--- src/rtl/noc_out_port_arb.sv ---
// Wormhole output-port allocator: round-robin over packet heads, holds the
// grant from head to tail and muxes the owner's front flit onto the link.
module noc_out_port_arb #(
  parameter int PORT_N = 5,
  parameter int FLIT_W = 32,
  parameter int CNT_W  = 16,
  localparam int IDX_W = (PORT_N > 1) ? $clog2(PORT_N) : 1
) (
  input  logic                       clk,
  input  logic                       rst_n,
  input  logic [PORT_N-1:0]          req_i,
  input  logic [PORT_N-1:0]          head_i,
  input  logic [PORT_N-1:0]          tail_i,
  input  logic [PORT_N*FLIT_W-1:0]   flit_i,
  output logic [PORT_N-1:0]          pop_o,
  output logic                       out_vld_o,
  output logic [FLIT_W-1:0]          out_flit_o,
  input  logic                       out_ack_i,
  output logic                       lck_o,
  output logic [PORT_N-1:0]          gnt_o,
  output logic                       err_o,
  output logic [CNT_W-1:0]           pkt_cnt_o,
  output logic                       dbg_state_o,
  output logic [IDX_W-1:0]           dbg_rr_ptr_o
);

  typedef enum logic {
    S_IDLE   = 1'b0,
    S_LOCKED = 1'b1
  } state_e;

  state_e              state_q, state_d;
  logic [IDX_W-1:0]    owner_q, owner_d;
  logic [IDX_W-1:0]    rr_ptr_q, rr_ptr_d;
  logic [PORT_N-1:0]   gnt_q, gnt_d;
  logic                err_q, err_d;
  logic                first_q, first_d;
  logic [CNT_W-1:0]    cnt_q, cnt_d;

  logic [FLIT_W-1:0]   flit_arr [PORT_N];
  logic [PORT_N-1:0]   cand;
  logic [IDX_W-1:0]    pick;
  logic                pick_vld;
  logic                own_req;
  logic                own_head;
  logic                own_tail;
  logic                out_vld;
  logic                xfer;

  for (genvar k = 0; k < PORT_N; k++) begin : g_unpack
    assign flit_arr[k] = flit_i[k*FLIT_W +: FLIT_W];
  end

  // Round-robin pick: scan rr_ptr+1, rr_ptr+2, ... modulo PORT_N.
  always_comb begin
    cand     = req_i & head_i;
    pick     = '0;
    pick_vld = 1'b0;
    for (int i = 1; i <= PORT_N; i++) begin
      int idx;
      idx = (int'(rr_ptr_q) + i) % PORT_N;
      if (!pick_vld && cand[idx]) begin
        pick_vld = 1'b1;
        pick     = IDX_W'(idx);
      end
    end
  end

  // Link handshake: a flit moves when out_vld_o & out_ack_i; out_vld_o never
  // depends on out_ack_i, and the offered flit is held until accepted.
  always_comb begin
    own_req    = req_i[owner_q];
    own_head   = head_i[owner_q];
    own_tail   = tail_i[owner_q];
    out_vld    = (state_q == S_LOCKED) && own_req;
    xfer       = out_vld && out_ack_i;
    out_vld_o  = out_vld;
    out_flit_o = out_vld ? flit_arr[owner_q] : '0;
    pop_o      = gnt_q & {PORT_N{xfer}};
  end

  always_comb begin
    state_d  = state_q;
    owner_d  = owner_q;
    rr_ptr_d = rr_ptr_q;
    gnt_d    = gnt_q;
    err_d    = err_q;
    first_d  = first_q;
    cnt_d    = cnt_q;
    case (state_q)
      S_IDLE: begin
        if (|(req_i & ~head_i)) begin
          err_d = 1'b1;
        end
        if (pick_vld) begin
          state_d = S_LOCKED;
          owner_d = pick;
          gnt_d   = {{(PORT_N-1){1'b0}}, 1'b1} << pick;
          first_d = 1'b1;
        end
      end
      S_LOCKED: begin
        if (xfer) begin
          first_d = 1'b0;
          // A head flit after the first one means the input lost packet framing.
          if (own_head && !first_q) begin
            err_d = 1'b1;
          end
          if (own_tail) begin
            state_d  = S_IDLE;
            gnt_d    = '0;
            rr_ptr_d = owner_q;
            cnt_d    = cnt_q + 1'b1;
          end
        end
      end
      default: begin
        state_d = S_IDLE;
        gnt_d   = '0;
      end
    endcase
  end

  always_ff @(posedge clk or negedge rst_n) begin
    if (!rst_n) begin
      state_q  <= S_IDLE;
      owner_q  <= '0;
      rr_ptr_q <= IDX_W'(PORT_N-1);
      gnt_q    <= '0;
      err_q    <= 1'b0;
      first_q  <= 1'b0;
      cnt_q    <= '0;
    end else begin
      state_q  <= state_d;
      owner_q  <= owner_d;
      rr_ptr_q <= rr_ptr_d;
      gnt_q    <= gnt_d;
      err_q    <= err_d;
      first_q  <= first_d;
      cnt_q    <= cnt_d;
    end
  end

  assign lck_o        = (state_q == S_LOCKED);
  assign gnt_o        = gnt_q;
  assign err_o        = err_q;
  assign pkt_cnt_o    = cnt_q;
  assign dbg_state_o  = state_q;
  assign dbg_rr_ptr_o = rr_ptr_q;

  a_gnt_onehot : assert property (@(posedge clk) disable iff (!rst_n) $onehot0(gnt_o));
  a_pop_onehot : assert property (@(posedge clk) disable iff (!rst_n) $onehot0(pop_o));
  a_lck_gnt    : assert property (@(posedge clk) disable iff (!rst_n) (lck_o == (gnt_o != '0)));

endmodule

--- config.mk ---
export PLATFORM = sky130hd
export DESIGN_NAME = noc_out_port_arb
export DESIGN_NICKNAME = d
export VERILOG_FILES = /design/src/rtl/noc_out_port_arb.sv
export SDC_FILE = /design/constraint.sdc
export NUM_CORES = 1
export LEC_CHECK = 0
export ABC_AREA = 1
export BUFFER_PORTS_ARGS = -buffer_cell sky130_fd_sc_hd__buf_2
export CAP_MARGIN = 20
export CORE_UTILIZATION = 49
export DETAILED_ROUTE_END_ITERATION = 10
export PLACE_DENSITY = 0.88
export SYNTH_ARGS = -nofsm -noshare
export SYNTH_HDL_FRONTEND = slang
export SYNTH_SLANG_ARGS = --single-unit
--- constraint.sdc ---
create_clock -name clk -period 10.5 [get_ports clk]
set_input_delay 0.525 -clock clk [delete_from_list [all_inputs] [get_ports clk]]
set_output_delay 0.525 -clock clk [all_outputs]
set_load 0.1 [all_outputs]
==> results of run 1 <==
[Yosys cell counts, drive strengths merged]
| cell type | number | area (um2) |
|---|---|---|
| a32o | 1 | 10.0 |
| nor2 | 122 | 494 |
| o21a | 1 | 7.51 |
| a21oi | 7 | 38.8 |
| dfrtp | 29 | 726 |
| or2 | 5 | 31.3 |
| and3 | 1 | 6.26 |
| xor2 | 12 | 105 |
| inv | 77 | 289 |
| nand3b | 3 | 38.8 |
| dfstp | 1 | 26.3 |
| clkbuf | 31 | 116 |
| ha | 25 | 313 |
| nand2 | 135 | 572 |
| clkinv | 1 | 3.75 |
| nand4 | 11 | 81.3 |
| a221oi | 1 | 8.76 |
| a22oi | 32 | 240 |
| nor3 | 4 | 36.3 |
| nand3 | 61 | 315 |
| o21bai | 1 | 7.51 |
| o22ai | 34 | 213 |
| xnor2 | 8 | 70.1 |
| buf | 7 | 46.3 |
| o21ai | 100 | 508 |
[area by class of cell]
class,count,area (um2),area share (%)
inverter,78,293,5.20
antenna,3,7.51,0.133
sequential,30,753,13.4
clock inverter,2,12.5,0.222
multi-input combinational,564,3100,55.0
clock buffer,6,82.6,1.47
tap,105,131,2.33
timing repair buffer,248,1260,22.3
[worst reg2reg max path, stage by stage (launching register included)]
cell and delay [ps]:
sky130_fd_sc_hd__dfrtp_1 810, sky130_fd_sc_hd__clkinv_1 560, sky130_fd_sc_hd__ha_1 590, sky130_fd_sc_hd__ha_1 280
sky130_fd_sc_hd__inv_1 70, sky130_fd_sc_hd__nand3b_2 80, sky130_fd_sc_hd__nand2_1 80, sky130_fd_sc_hd__xor2_1 270
sky130_fd_sc_hd__ha_1 200, sky130_fd_sc_hd__inv_1 50, sky130_fd_sc_hd__or2_2 270, sky130_fd_sc_hd__nand2_2 110
sky130_fd_sc_hd__nand2_2 90, sky130_fd_sc_hd__nand2_1 100, sky130_fd_sc_hd__xnor2_1 150, sky130_fd_sc_hd__inv_1 100
sky130_fd_sc_hd__nand3_1 90, sky130_fd_sc_hd__nand2_1 100, sky130_fd_sc_hd__nand4_1 110, sky130_fd_sc_hd__inv_1 50
sky130_fd_sc_hd__nor2_2 170, sky130_fd_sc_hd__inv_1 90, sky130_fd_sc_hd__nand2_1 70, sky130_fd_sc_hd__o21ai_1 60
[routing by layer]
metal  share of wire (%)  vias up
met5                   0        -
met4                 2.0        0
met3                  13       35
met2                  45      346
met1                  39     2623
li1                    -     2816
[sequential cells by signal, indices dropped and copies added (netlist names)]
signal and cells:
pkt_cnt_o 16, gnt_o 5, dbg_rr_ptr_o 3, owner_q 3
dbg_state_o 1, err_o 1, first_q 1
[where the power goes]
part           internal, uW  switching (uW)
Sequential              116               0
Clock                  52.6            47.0
Combinational          33.9            29.0
Total                   202            76.1
[cell families (layout without fill, tap and decap cells)]
group / after synthesis / in the layout / share of synthesized area, %
and+or+nand+nor: 342 / 342 / 36.6
xor gates and xnor gates: 20 / 20 / 4.07
DFF: 30 / 30 / 17.5
buffers and inverters: 116 / 334 / 10.6
other: 0 / 3 / 0
adders and majority gates: 25 / 25 / 7.27
AOI/OAI and AO/OA: 177 / 177 / 24.0
[worst max-delay path by stage]
| stage | startpoint | end | slack, ps | cells after the start |
|---|---|---|---|---|
| 2_1_floorplan | dbg_state_o | out_flit_o[10] | 6070 | 5 |
| 3_3_place_gp | dbg_rr_ptr_o[0] | gnt_o[2] | 6180 | 24 |
| 3_5_place_dp | dbg_rr_ptr_o[0] | owner_q[2] | 5970 | 22 |
| 4_1_cts | dbg_rr_ptr_o[0] | gnt_o[2] | 5940 | 23 |
| 5_1_grt | dbg_rr_ptr_o[0] | gnt_o[0] | 5420 | 23 |
| 6_report | dbg_rr_ptr_o[0] | gnt_o[2] | 5830 | 23 |
[per-stage QoR]
stage / cell area, um2 / setup slack [ps] / hold slack [ps] / util [%]
after CTS: 5630 / 5940 / 283 / 67.4
after global placement: 5530 / 6180 / 451 / 66.3
final: 5630 / 5830 / 266 / 67.5
after global routing: 5630 / 5420 / 312 / 67.5
after detailed placement: 5530 / 5970 / 455 / 66.3
after floorplan: 4300 / 6070 / 229 / -
==> metrics list, run 1 <==
- In the layout the commonest cells are sky130_fd_sc_hd__buf_2, sky130_fd_sc_hd__nor2_1, sky130_fd_sc_hd__nand2_1.
- Boundary Pins: 243
- Maximum achievable frequency: 0.214 GHz
- Syn_nets: 913
- Global routing consumed, on the met3 layer, 10.8% of the routing resources.
* Bufs on Longest Clock Path: 2
- Nature of the critical path endpoint: flip-flop
- Routed len/inst: 16.2 um
- Synth Area per Inst: 6.06 um2
* CTS tree: built
- Root Buffer Master: sky130_fd_sc_hd__clkbuf_8
* Reg clk slew, reported paths: 70 ps
* Initial antenna violation count: 3
- Via count normalized by instance count: 5.62
- The first TritonRoute pass finished after 6 iterations.
- Highest ir drop seen on vdd: 0.0809 mV
- Across every metal layer, demand over resource in global routing totals 34.8%.
- GPL Wtd Cong: 0.965
- Number of nets in the finished design: 1130
* Starting DRC count in detailed routing: 360
- Critical path, cell by cell: clkinv_1, ha_1, ha_1, inv_1, nand3b_2, nand2_1, xor2_1, ha_1, inv_1, or2_2, nand2_2, nand2_2, nand2_1, xnor2_1, inv_1, nand3_1, nand2_1, nand4_1, inv_1, nor2_2, inv_1, nand2_1, o21ai_1
* Area growth, synth to finish: 30.9%
* Post-CTS Resized: 0
* Global-route layer with the greatest usage: met2
* Core region area: 8340 um2
- The flow ran to the end, and the final reports show no timing, DRC or antenna violations.
- The worst hold path belongs to the class primary input to asynchronous set/reset pin.
* Maximum number of pins on one net before global-route repair: 67
* Post-detailed-routing wire length: 16800 um
* Global routing usage on met1: 46.0%
- Dividing total power by cell area gives a power density of 49.4 nW/um2.
- Final-report hold violation count: 0
* Port-buffer cells: 242
* Period utilization: 44.5%
- Highest fanout seen on the critical path: 21
- Of the synthesized area, sequential elements account for 17.5%.
* Reg-to-reg critical path startpoint: dbg_rr_ptr_o[0]
* Minimum period implied by the final worst setup slack: 4670 ps
- Starting Density: 51.6%
* Yosys warning count: 0
- Across the run, the number of max-cap violations was 0.
* Worst r2r path cells: 23
- Final Max Slew Viols: 0
- In this run the tightest slew margin relative to its limit is 51.0%.
* Setup repair after global routing missed its margin: false
* Most frequent standard cell in the layout excluding fill and tap cells: sky130_fd_sc_hd__buf_2
- The total overflow left after global routing is 0.
* Count of non-filler cells in the finished layout: 1036
- After synthesis the cells add up to 4300 um2.
- Buffer count from post-CTS setup fixing: 0
* Clock skew: 10.0 ps
- Buffers and inverters on the worst path: 6
- The HPWL after detailed placement is 12800 um.
- The floorplan step set the die width to 95.7 um.
- FP Rows: 33
- The number of global-route vias before repair is 4915.
* Drt drc: 0
- The critical path in this run is classified as flip-flop to flip-flop.
* Cell variety after synth: 44
* Total number of H-tree levels: 2
- Leakage: 0.00308 uW
- The design draws 278 uW.
* CP most frequent cell: sky130_fd_sc_hd__inv_1
- The die covers 9160 um2.
- After technology mapping, the gate count stands at 710.
- Number of filler cells placed in the layout: 799
* End of the worst register-to-register path: gnt_o[2]
- The synthesized design contains 30 register bits.
- For met2 alone, demand over resource in global routing was 55.1%.
* Cts hold-fix bufs: 0
- Total number of vias: 5820
- Global-route wire length before repair: 24600 um
- Placed instance count: 1025
* CP top delay family: simple AND/OR/NAND/NOR gates
- Clock latency of the later-clocked register in the worst-skew pair: 290 ps
- At the pin with the least slew margin, the transition time is 733 ps.
- For flop-to-flop paths, the worst setup slack is 5830 ps.
* Worst EP arrival: 4840 ps
* Critical path's largest stage delay: 810 ps
- Adding up every negative setup slack in the final design gives 0 ps.
- Kind of start point of the critical path: flip-flop
- Of the cells placed in the final design, the portion with a size suffix greater than 1 is 33.5%.
- Setup violations remaining at the end of the flow were counted as 0.
- Remaining antenna violation count after routing: 0
- Num CTS Buffers: 5
- WP data required: 10670 ps
- Crit-path slowest cell: sky130_fd_sc_hd__dfrtp_1
- The clock drives 30 sinks.
- The die is 95.7 um tall.
Power figures use the tool's default switching activity.
==> inputs of run 2 (changes only) <==
Settings changed: ABC_AREA 1 to 0, CORE_UTILIZATION 49 to 46, PLACE_DENSITY 0.88 to 0.83.
Clock period 10.5 ns to 4.7 ns, I/O delays scaled along.
==> run 2 against run 1 <==
Critical path depth is 8 lower. Register-to-register slack worse by 5500 ps. Wire length is 3.7% higher. Sequential share of layout area is 0.41 points lower. Worst hold slack better by 200 ps. Non-clock buffer count is 9 higher. Setup slack worse by 5500 ps. First-iteration DRC count is 7.5% higher. Sequential cell count stayed put.
==> metrics list, run 2 <==
* Outcome: complete, no violations
- Top flip-flop cell by instance count after synthesis: sky130_fd_sc_hd__dfrtp_1
- The worst setup path is of the flip-flop to flip-flop kind.
* Maximum achievable frequency: 0.230 GHz (+7.6%)
- Most frequent standard cell in the layout excluding fill and tap cells: sky130_fd_sc_hd__buf_2
- Nature of the critical path endpoint: flip-flop
- Total number of H-tree levels: 2 (unchanged)
* Crit-path slowest cell: sky130_fd_sc_hd__dfrtp_2
* List of most frequent post-synthesis cells: sky130_fd_sc_hd__nor2_1, sky130_fd_sc_hd__nand2_1, sky130_fd_sc_hd__mux4_2
* Largest register FFs: 16 (unchanged)
- The number of antenna-violating nets in the routed design was 0 (unchanged).
- Initial antenna violation count: 3 (unchanged)
* Largest cells by area after synthesis: sky130_fd_sc_hd__mux4_2, sky130_fd_sc_hd__dfrtp_1, sky130_fd_sc_hd__ha_1
- Boundary Pins: 243 (unchanged)
- Of all cell types, the one taking the most synthesized area is sky130_fd_sc_hd__mux4_2.
* Root Buffer Master: sky130_fd_sc_hd__clkbuf_8
* Commonest non-fill, non-tap cells in the layout: sky130_fd_sc_hd__buf_2, sky130_fd_sc_hd__nor2_1, sky130_fd_sc_hd__nand2_1
- Clock skew: 7.19 ps (-2.84 ps)
* Drt drc: 0 (unchanged)
- Maximum number of pins on one net before global-route repair: 38 (-43%)
- Proportion of synthesized flip-flops having asynchronous set or reset: 100% (unchanged)
- The slew of the pin with the lowest slew margin was 697 ps (-36.5 ps).
- Length of the first detailed-routing pass in iterations: 5 (-1)
- Number of nets in the finished design: 922 (-18%)
- The clock-pin slew on the worst setup and hold paths is 70 ps (about the same).
* Hold_sp: pkt_cnt_o[15]
- Share of post-route cells with drive strength above 1: 46.0% (+12 points)
* Reg-to-reg slack, setup: 360 ps (-5470 ps)
- The wire length of the first global-routing pass was 25700 um (+4.7%).
- The net count after synthesis came to 688 (-25%).
- WP data required: 4890 ps (-5780 ps)
- The worst register-to-register path begins at dbg_rr_ptr_o[1].
* Cell area after synthesis: 4350 um2 (+0.99%)
- The remaining global-route overflow was 0 (unchanged).
- Port-buffer cells: 242 (unchanged)
* Critical path's largest stage delay: 470 ps (-340 ps)
- The final clock period utilization by the worst path was 92.4% (+48 points).
- Setup Total Neg Slack: 0 ps (unchanged)
- Endpoints failing setup: 0 (unchanged)
- Hold/Removal Path Class: flip-flop to flip-flop
- Minimum period implied by the final worst setup slack: 4340 ps (-329 ps)
* FP Rows: 35 (+6.1%)
- The minimum hold slack came to 469 ps (+203 ps).
- The data arrival at the endpoint of the critical path was 4530 ps (-310 ps).
- Setup repair after global routing left no endpoint under its margin.
- The clock tree buffer depth was 2 (unchanged).
- The total routing usage reported by global routing came to 33.8% (-0.97 points).
* Worst slack, placed: 314 ps (-5650 ps)
- The average wire length per cell after detail routing was 20.9 um (+29%).
* Share of the synthesized area in the top cell type: 19.7% (+2.8 points)
* EDFF count, synth: 0 (unchanged)
* Starting DRC count in detailed routing: 387 (+7.5%)
- The worst setup path is launched from a flip-flop.
* Post-detailed-routing wire length: 17400 um (+3.7%)
* Max-slew headroom at the worst pin: 53.5% (+2.4 points)
* Starting Density: 47.3% (-4.3 points)
* Final setup slack of the worst path: 358 ps (-5470 ps)
* Mapped Cells: 485 (-32%)
- Area growth, synth to finish: 34.1%
* Via count of the first global-routing pass: 5039 (+2.5%)
- GPL Wtd Cong: 1.04 (+7.4%)
- The clock insertion delay at the later pin of the skew report was 290 ps (about the same).
- The final-report hold violation count is 0 (unchanged).
- The number of synthesized register bits is 30 (unchanged).
* Sink Count: 30 (unchanged)
* Leading cell type by number of instances after synthesis: sky130_fd_sc_hd__nor2_1
- TritonCTS built the clock tree.
* First element of the critical path: dbg_rr_ptr_o[1]
* Horizontal die dimension: 99.2 um (+3.6%)
- Height of the chip: 99.2 um (+3.6%)
- Synth Area per Inst: 8.96 um2 (+48%)
- The number of max-slew violations in the final report is 0 (unchanged).
- Maximum Capacitance Violations: 0 (unchanged)
- Total number of vias: 5256 (-9.7%)
* Register area share after synthesis: 17.3% (-0.17 points)
- The total clock buffers created by CTS is 5 (unchanged).
- The largest fanout of any net on the critical path came to 10 (-52%).
- The post-detailed-placement half-perimeter wirelength is 13900 um (+8.7%).
- The core area came to 9200 um2 (+10%).
* Area enclosed by the die boundary: 9840 um2 (+7.4%)
- The average via count per standard cell is 6.30 (+12%).
* Critical path, cell by cell: clkinv_1, ha_1, xor2_2, nand2_1, ha_1, nor2b_1, a221oi_2, o21ai_0, o221ai_1, a211o_1, and2_1, nor2b_1, o311ai_2, a41oi_1, o31ai_1
- Cell variety after synth: 73 (+66%)
- Yosys warning count: 0 (unchanged)
- Final Core Density: 63.4% (-4.1 points)
## run 2: cell types whose count changed in the layout (fill, tap and decap cells not counted), moves of 10 or more
cell,before,now
sky130_fd_sc_hd__o21ai_1,12,0
sky130_fd_sc_hd__nand2_1,111,42
sky130_fd_sc_hd__xnor2_1,8,20
sky130_fd_sc_hd__mux4_2,0,38
sky130_fd_sc_hd__nor2_1,117,56
sky130_fd_sc_hd__o21ai_0,86,14
sky130_fd_sc_hd__and2_1,0,10
sky130_fd_sc_hd__nand2_2,23,0
sky130_fd_sc_hd__inv_1,67,24
sky130_fd_sc_hd__nand3_1,59,14
sky130_fd_sc_hd__o22ai_1,34,5
## run 2: cell families after synthesis
kind of cell,after synthesis,share of synthesized area [%]
adder cells (fa/ha/maj),25,7.20
buffers and inverters,57,5.27
AO/OA/AOI/OAI,135,24.2
AND/OR/NAND/NOR,164,18.3
flip-flops,30,17.3
XOR/XNOR,25,5.38
multiplexers,49,22.4
## run 2: worst max-delay path, delay by kind of cell (launching register included)
family | cells | cell delay [ps]
buf+inv | 1 | 190
flops | 1 | 470
fa+ha+maj | 2 | 660
simple gates | 4 | 660
compound gates | 7 | 1920
xor+xnor | 1 | 350
## run 2: path summary, 6_finish.rpt
path | end | depth (start not counted)
max | gnt_o[0] | 15
min | pkt_cnt_o[15] | 1
max reg2reg | gnt_o[0] | 15
min reg2reg | pkt_cnt_o[15] | 1
max in group asynchronous | dbg_rr_ptr_o[1] | 2
min in group asynchronous | gnt_o[4] | 2
## run 2: layer usage
layer | GRT usage [%] | vias to the layer above | share of wire, %
met5 | 0 | - | 0
met4 | 12.2 | 0 | 2.9
met3 | 11.8 | 46 | 13
met2 | 52.7 | 376 | 45
met1 | 43.6 | 2493 | 39
li1 | - | 2341 | -
## run 2: through the flow
stage | instance area, um2 | instances
2_1_floorplan | 4350 | 485
3_3_place_gp | 5680 | 821
3_5_place_dp | 5680 | 821
4_1_cts | 5780 | 830
5_1_grt | 5830 | 834
6_report | 5830 | 834
## run 2: final cells by class
type,instances,area [um2]
Clock buffer,6,82.6
Inverter,27,101
Sequential cell,30,756
Timing Repair Buffer,257,1350
Multi-Input combinational cell,398,3390
Fill cell,787,3370
Tap cell,111,139
Clock inverter,2,12.5
Antenna cell,3,7.51
## run 2: timing repair
item,4_1_cts,5_1_grt
gates resized for setup,0,3
hold endpoints to repair,27,0
setup endpoints to repair,0,7
setup buffers,0,0
hold buffers,1,0
Power of run 2 is not shown: default switching activity piles up to over one toggle a cycle in this logic, so the estimate is an artifact.
